[src/rtl/branch_predictor_if.sv]
// Fetch/execute side bundle for the branch predictor: lookup request/response,
// resolved-branch training port and the init-complete flag.
interface branch_predictor_if;
  logic        pred_valid;
  logic [31:0] pred_pc;
  logic        pred_resp_valid;
  logic        pred_hit;
  logic        pred_taken;
  logic [31:0] pred_target;
  logic        upd_valid;
  logic [31:0] upd_pc;
  logic        upd_taken;
  logic [31:0] upd_target;
  logic        init_done;

  modport master (
    output pred_valid, pred_pc, upd_valid, upd_pc, upd_taken, upd_target,
    input  pred_resp_valid, pred_hit, pred_taken, pred_target, init_done
  );

  modport slave (
    input  pred_valid, pred_pc, upd_valid, upd_pc, upd_taken, upd_target,
    output pred_resp_valid, pred_hit, pred_taken, pred_target, init_done
  );
endinterface

[src/rtl/branch_predictor.sv]
// Direct-mapped 2-bit saturating-counter branch predictor with target store.
// A post-reset sweep clears every entry before lookups/updates are served.
//
// state  | meaning
// S_INIT | sweep pointer clears one entry per cycle; requests dropped
// S_RUN  | lookups and training updates served every cycle
module branch_predictor #(
  parameter int IDX_BITS = 6
) (
  input  logic               clk,
  input  logic               rst_n,
  branch_predictor_if.slave  bus
);

  localparam int DEPTH = 1 << IDX_BITS;
  localparam int TAG_W = 30 - IDX_BITS;

  typedef enum logic {S_INIT, S_RUN} state_t;

  state_t              state_q, state_d;
  logic [IDX_BITS-1:0] ptr_q, ptr_d;

  logic              valid_q  [DEPTH];
  logic [TAG_W-1:0]  tag_q    [DEPTH];
  logic [1:0]        ctr_q    [DEPTH];
  logic [31:0]       target_q [DEPTH];

  logic [IDX_BITS-1:0] rd_idx, up_idx;
  logic [TAG_W-1:0]    rd_tag, up_tag;
  logic                rd_hit, rd_taken, up_hit;
  logic [31:0]         rd_target;
  logic [1:0]          up_ctr;

  logic                we;
  logic [IDX_BITS-1:0] wr_idx;
  logic                wr_valid;
  logic [TAG_W-1:0]    wr_tag;
  logic [1:0]          wr_ctr;
  logic [31:0]         wr_target;

  logic        resp_valid_q, hit_q, taken_q;
  logic [31:0] target_out_q;

  assign rd_idx    = bus.pred_pc[IDX_BITS+1:2];
  assign rd_tag    = bus.pred_pc[31:IDX_BITS+2];
  assign rd_hit    = valid_q[rd_idx] && (tag_q[rd_idx] == rd_tag);
  assign rd_taken  = rd_hit && ctr_q[rd_idx][1];
  assign rd_target = rd_taken ? target_q[rd_idx] : bus.pred_pc + 32'd4;

  assign up_idx = bus.upd_pc[IDX_BITS+1:2];
  assign up_tag = bus.upd_pc[31:IDX_BITS+2];
  assign up_hit = valid_q[up_idx] && (tag_q[up_idx] == up_tag);
  assign up_ctr = ctr_q[up_idx];

  always_ff @(posedge clk or negedge rst_n) begin
    if (!rst_n) begin
      state_q <= S_INIT;
      ptr_q   <= '0;
    end else begin
      state_q <= state_d;
      ptr_q   <= ptr_d;
    end
  end

  always_comb begin
    state_d = state_q;
    ptr_d   = ptr_q;
    case (state_q)
      S_INIT: begin
        ptr_d = ptr_q + 1'b1;
        if (ptr_q == IDX_BITS'(DEPTH - 1)) state_d = S_RUN;
      end
      S_RUN:   state_d = S_RUN;
      default: state_d = S_INIT;
    endcase
  end

  // Single table write port: the sweep owns it in INIT, training owns it in RUN.
  always_comb begin
    we        = 1'b0;
    wr_idx    = ptr_q;
    wr_valid  = 1'b0;
    wr_tag    = '0;
    wr_ctr    = 2'b01;
    wr_target = '0;
    if (state_q == S_INIT) begin
      we = 1'b1;
    end else if (bus.upd_valid) begin
      we       = 1'b1;
      wr_idx   = up_idx;
      wr_valid = 1'b1;
      wr_tag   = up_tag;
      if (up_hit) begin
        if (bus.upd_taken) begin
          wr_ctr    = (up_ctr == 2'b11) ? 2'b11 : up_ctr + 2'd1;
          wr_target = bus.upd_target;
        end else begin
          wr_ctr    = (up_ctr == 2'b00) ? 2'b00 : up_ctr - 2'd1;
          wr_target = target_q[up_idx];
        end
      end else begin
        wr_ctr    = bus.upd_taken ? 2'b10 : 2'b01;
        wr_target = bus.upd_target;
      end
    end
  end

  always_ff @(posedge clk) begin
    if (we) begin
      valid_q[wr_idx]  <= wr_valid;
      tag_q[wr_idx]    <= wr_tag;
      ctr_q[wr_idx]    <= wr_ctr;
      target_q[wr_idx] <= wr_target;
    end
  end

  // Response registers sample the pre-write table, giving read-before-write.
  always_ff @(posedge clk or negedge rst_n) begin
    if (!rst_n) begin
      resp_valid_q <= 1'b0;
      hit_q        <= 1'b0;
      taken_q      <= 1'b0;
      target_out_q <= '0;
    end else begin
      resp_valid_q <= (state_q == S_RUN) && bus.pred_valid;
      if ((state_q == S_RUN) && bus.pred_valid) begin
        hit_q        <= rd_hit;
        taken_q      <= rd_taken;
        target_out_q <= rd_target;
      end
    end
  end

  assign bus.pred_resp_valid = resp_valid_q;
  assign bus.pred_hit        = hit_q;
  assign bus.pred_taken      = taken_q;
  assign bus.pred_target     = target_out_q;
  assign bus.init_done       = (state_q == S_RUN);

endmodule

[src/flat_wrapper.sv]
// flat-port wrapper written by rule: the top's interface ports become plain ports
module branch_predictor_flat 
#(
  parameter int IDX_BITS = 6
)
  (clk, rst_n, bus_pred_valid, bus_pred_pc, bus_upd_valid, bus_upd_pc, bus_upd_taken, bus_upd_target, bus_pred_resp_valid, bus_pred_hit, bus_pred_taken, bus_pred_target, bus_init_done);
  branch_predictor_if bus_i ();
  input  logic clk;
  input  logic rst_n;
  input wire logic [$bits(bus_i.pred_valid)-1:0] bus_pred_valid;
  input wire logic [$bits(bus_i.pred_pc)-1:0] bus_pred_pc;
  input wire logic [$bits(bus_i.upd_valid)-1:0] bus_upd_valid;
  input wire logic [$bits(bus_i.upd_pc)-1:0] bus_upd_pc;
  input wire logic [$bits(bus_i.upd_taken)-1:0] bus_upd_taken;
  input wire logic [$bits(bus_i.upd_target)-1:0] bus_upd_target;
  output wire logic [$bits(bus_i.pred_resp_valid)-1:0] bus_pred_resp_valid;
  output wire logic [$bits(bus_i.pred_hit)-1:0] bus_pred_hit;
  output wire logic [$bits(bus_i.pred_taken)-1:0] bus_pred_taken;
  output wire logic [$bits(bus_i.pred_target)-1:0] bus_pred_target;
  output wire logic [$bits(bus_i.init_done)-1:0] bus_init_done;
  assign bus_i.pred_valid = bus_pred_valid;
  assign bus_i.pred_pc = bus_pred_pc;
  assign bus_i.upd_valid = bus_upd_valid;
  assign bus_i.upd_pc = bus_upd_pc;
  assign bus_i.upd_taken = bus_upd_taken;
  assign bus_i.upd_target = bus_upd_target;
  assign bus_pred_resp_valid = bus_i.pred_resp_valid;
  assign bus_pred_hit = bus_i.pred_hit;
  assign bus_pred_taken = bus_i.pred_taken;
  assign bus_pred_target = bus_i.pred_target;
  assign bus_init_done = bus_i.init_done;
  branch_predictor #(.IDX_BITS(IDX_BITS)) u_core (.clk(clk), .rst_n(rst_n), .bus(bus_i));
endmodule
[config.mk]
export PLATFORM = sky130hd
export DESIGN_NAME = branch_predictor_flat
export DESIGN_NICKNAME = d
export VERILOG_FILES = /design/src/rtl/branch_predictor_if.sv /design/src/rtl/branch_predictor.sv /design/src/flat_wrapper.sv
export SDC_FILE = /design/constraint.sdc
export NUM_CORES = 2
export LEC_CHECK = 0
export BUFFER_PORTS_ARGS = -buffer_cell sky130_fd_sc_hd__buf_2
export CAP_MARGIN = 10
export CORE_ASPECT_RATIO = 1.4
export CORE_UTILIZATION = 25
export DETAILED_ROUTE_END_ITERATION = 10
export PLACE_DENSITY = 0.43
export SLEW_MARGIN = 20
export SYNTH_ARGS = -nofsm -noshare
export SYNTH_HDL_FRONTEND = slang
export SYNTH_SLANG_ARGS = --single-unit
[constraint.sdc]
create_clock -name clk -period 13.2 [get_ports clk]
set_input_delay 3.96 -clock clk [delete_from_list [all_inputs] [get_ports clk]]
set_output_delay 3.96 -clock clk [all_outputs]
set_load 0.02 [all_outputs]
==> key figures <==
Logic synthesis
  – Yosys warns: 0
  – Synth Register Bits: 3818
  – Ys async rst share: 1.10%
  – Mapped Cells: 8328
  – Avg Cell Area, Syn: 21.3 µm²
  – Area share of the largest cell type after synthesis: 63.9%
  – Number of synthesized flops with an enable pin: 3776
  – Synth top area cells: edfxtp_1 (64%), mux4_2 (27%), mux2i_1 (1.6%)
  – Yosys top cell by area: edfxtp_1
  – Seq/Total Area, Yosys: 64.5%
  – Count leader, synth: edfxtp_1
  – Post-synth cell types: 71
  – Commonest cells in the synthesized netlist: edfxtp_1 (3776), mux4_2 (2159), nand2_1 (321)
  – Syn_nets: 8431
  – Ys flop type: edfxtp_1
  – Synth Cell Area: 177000 µm²

STA
  – Final WS setup: 3.30 ns
  – Hold Violations, Final: 0
  – Clock skew: 0.0741 ns
  – Final Setup Violations: 0
  – Unrepaired setup endpoints after global routing: no
  – Final period util: 75.0%
  – Final TNS setup: 0 ns
  – Slew margin rel.: 16.0%
  – Max frequency: 0.101 GHz
  – Slew Viols, Final: 0
  – Final min period: 9.90 ns
  – Measured slew at the worst slew-check pin: 1.24 ns

Worst hold path
  – Hold Crit Class: flip-flop to flip-flop
  – Min-delay src: u_core.bus.pred_taken
  – Hold path depth: 1
  – Worst Hold End: u_core.bus.pred_taken

Setup path
  – Setup crit start kind: input pin
  – Crit end category: flip-flop
  – Required @ worst endpoint: 14.02 ns
  – Reg2reg start: u_core.bus.init_done
  – Reg2Reg Depth: 7
  – Crit Path Class: input pin to flip-flop
  – Crit Path Max Fanout: 52
  – Flop2flop setup slack: 6.89 ns
  – Worst EP arrival: 10.71 ns
  – Critical R2R Capture: u_core.target_q[19][11]

Power
  – P_sw: 6.03 mW
  – VDD IR max: 0.130 mV
  – Sw frac: 23.0%
  – Cell Pwr Density: 128 nW/µm²
  – Clock power share: 45.0%
  – Reg power frac: 50.0%
  – Combinational share of power: 5.0%
  – P_leak: 50.7 nW
  – Internal power: 20.2 mW

Clocking
  – Clock root cell: clkbuf_16
  – # resized after CTS: 0
  – H-tree Lvls: 5
  – Max Root-Sink Buffers: 4
  – Post-CTS setup buffers: 0
  – Clock latency on the worst-skew pair: 1.07 ns
  – Clock tree from TritonCTS: yes
  – Worst-path clk slew: 0.06 ns
  – Cts hold-fix bufs: 0
  – Clock sink count: 3818
  – CTS Buf Count: 402

Outcome
  – Status: finished clean

Route
  – # DRC: 0
  – DR pass1 iterations: 6
  – Via count: 100953
  – Drt wl/cell: 41.9 µm
  – DRT Wirelength: 768 mm
  – Post-route ant nets: 0
  – First DRT Iteration DRCs: 12919
  – Vias per cell: 5.51

Global routing
  – GRT Residual Overflow: 0
  – Gr usage total: 21.1%
  – Number of global-route vias before repair: 104649
  – Initial antenna violation count: 61
  – First-pass GRT wire length: 1010 mm
  – Largest net degree at the start of global routing: 108

Final layout
  – Post-Layout Cell Count: 18327
  – Share of post-route cells with drive strength above 1: 38.7%
  – Area Overhead vs Synth: 15.4%
  – Nets@finish: 8706
  – Fillers: 68610

Floorplanning
  – Ports: 137
  – Row Count: 365
  – Starting density of the core: 25.1%
  – Die Span X: 714 µm
  – DIE HEIGHT: 999 µm
  – Core ar.: 706000 µm²
  – Die area: 713000 µm²

Placed design
  – Buffers added on ports: 134
  – RD Place Congestion: 0.853
  – HPWL Detailed: 442 mm
  – Placed insts: 17551
  – Worst slack, placed: 2.22 ns

Job
  – Max-cap violations: 0
worst max path at each step:
| stage | start | endpoint |
|---|---|---|
| floorplan | bus_upd_pc[2] | u_core.target_q[0][1] |
| global placement | bus_upd_pc[3] | u_core.target_q[56][17] |
| detailed placement | bus_upd_pc[3] | u_core.target_q[57][17] |
| CTS | bus_upd_pc[3] | u_core.target_q[59][17] |
| global route | bus_upd_pc[3] | u_core.target_q[19][31] |
| finish | bus_upd_pc[3] | u_core.target_q[1][31] |
flip-flops by register name, indices dropped and copies added (netlist names):
signal                      flops
u_core.bus.pred_target         32
u_core.valid_q                 64
u_core.bus.pred_taken           1
u_core.ptr_q                    6
u_core.target_q              2048
u_core.bus.pred_hit             1
u_core.tag_q                 1536
u_core.bus.init_done            1
u_core.ctr_q                  128
u_core.bus.pred_resp_valid      1
cells by family after synthesis:
kind of cell               synth area share, %
DFF                                       64.5
and+or+nand+nor                           2.19
AOI/OAI and AO/OA                         1.86
buffers and inverters                     1.92
adders and majority gates               0.0141
xor gates and xnor gates                 0.380
muxes                                     29.1
power by group through the flow:
stage	registers, mW	clock network [mW]	logic, mW
2_1_floorplan	13.4	0	0.756
6_report	13.1	11.8	1.30
5_1_grt	13.1	12.4	1.34
4_1_cts	13.1	12.0	1.31
3_5_place_dp	13.4	0	1.31
3_3_place_gp	13.4	0	1.31
per-stage QoR:
stage                     power, mW  utilization (%)  area, µm²  hold slack, ns
after floorplan                14.1                -     177000           0.493
after CTS                      26.4             28.9     204000           0.484
after detailed placement       14.7             27.1     191000           0.469
after global placement         14.7             27.1     191000           0.468
after global routing           26.8             29.0     205000           0.515
final                          26.2             29.0     205000           0.485
per-layer routing:
layer	share of wire, %	vias to the layer above	GRT usage (%)	wire length (µm)
li1	-	37308	-	-
met1	39	57291	26.5	298000
met2	49	5118	35.2	373000
met3	7.1	1218	3.79	54900
met4	5.5	18	9.98	42100
met5	0.038	-	0.185	292
final cells by class:
cell class              count  area [µm²]  share of cell area, %
diodes                     27        67.6                 0.0330
clock buffers             478       10500                   5.12
clock inverters           265        2820                   1.38
inverters                  22         124                 0.0605
multi-input cells        3841       60600                   29.6
flip-flops and latches   3818      114000                   55.9
well taps                9358       11700                   5.72
repair buffers            518        4480                   2.19
worst max-delay path: stages:
cell       delay, ns
buf_8           0.39
buf_4           0.91
buf_4           0.72
mux4_2          0.61
mux4_2          0.53
o21ai_0         0.19
o21ai_0         0.24
xnor2_1         0.22
nand4_1         0.14
nand4bb_1       0.34
or3_4           0.50
buf_4           0.37
mux2i_4         0.82
buf_4           0.43
placed cells by master (no fill, tap or decap), types with 30 or more instances in the layout:
cell,netlist,final
nor2b_1,38,33
clkbuf_16,0,408
a31oi_1,53,52
nor2_4,0,66
o22ai_1,34,34
nand4_1,37,37
nor2_1,161,88
mux4_2,2159,2158
nor3_1,32,32
bufinv_16,0,49
o21ai_1,30,30
clkinv_2,0,69
mux2i_4,0,32
clkinv_1,2,87
o21ai_0,41,40
dfrtp_1,42,41
buf_2,235,122
a221oi_1,30,30
buf_4,62,323
a22oi_1,95,95
buf_12,0,59
edfxtp_1,3776,3776
xnor2_1,56,56
a21oi_1,60,60
nand2_1,321,320
clkbuf_1,223,69
nand3_1,99,99
mux2i_1,278,246
(Power assumes the default switching activity.)
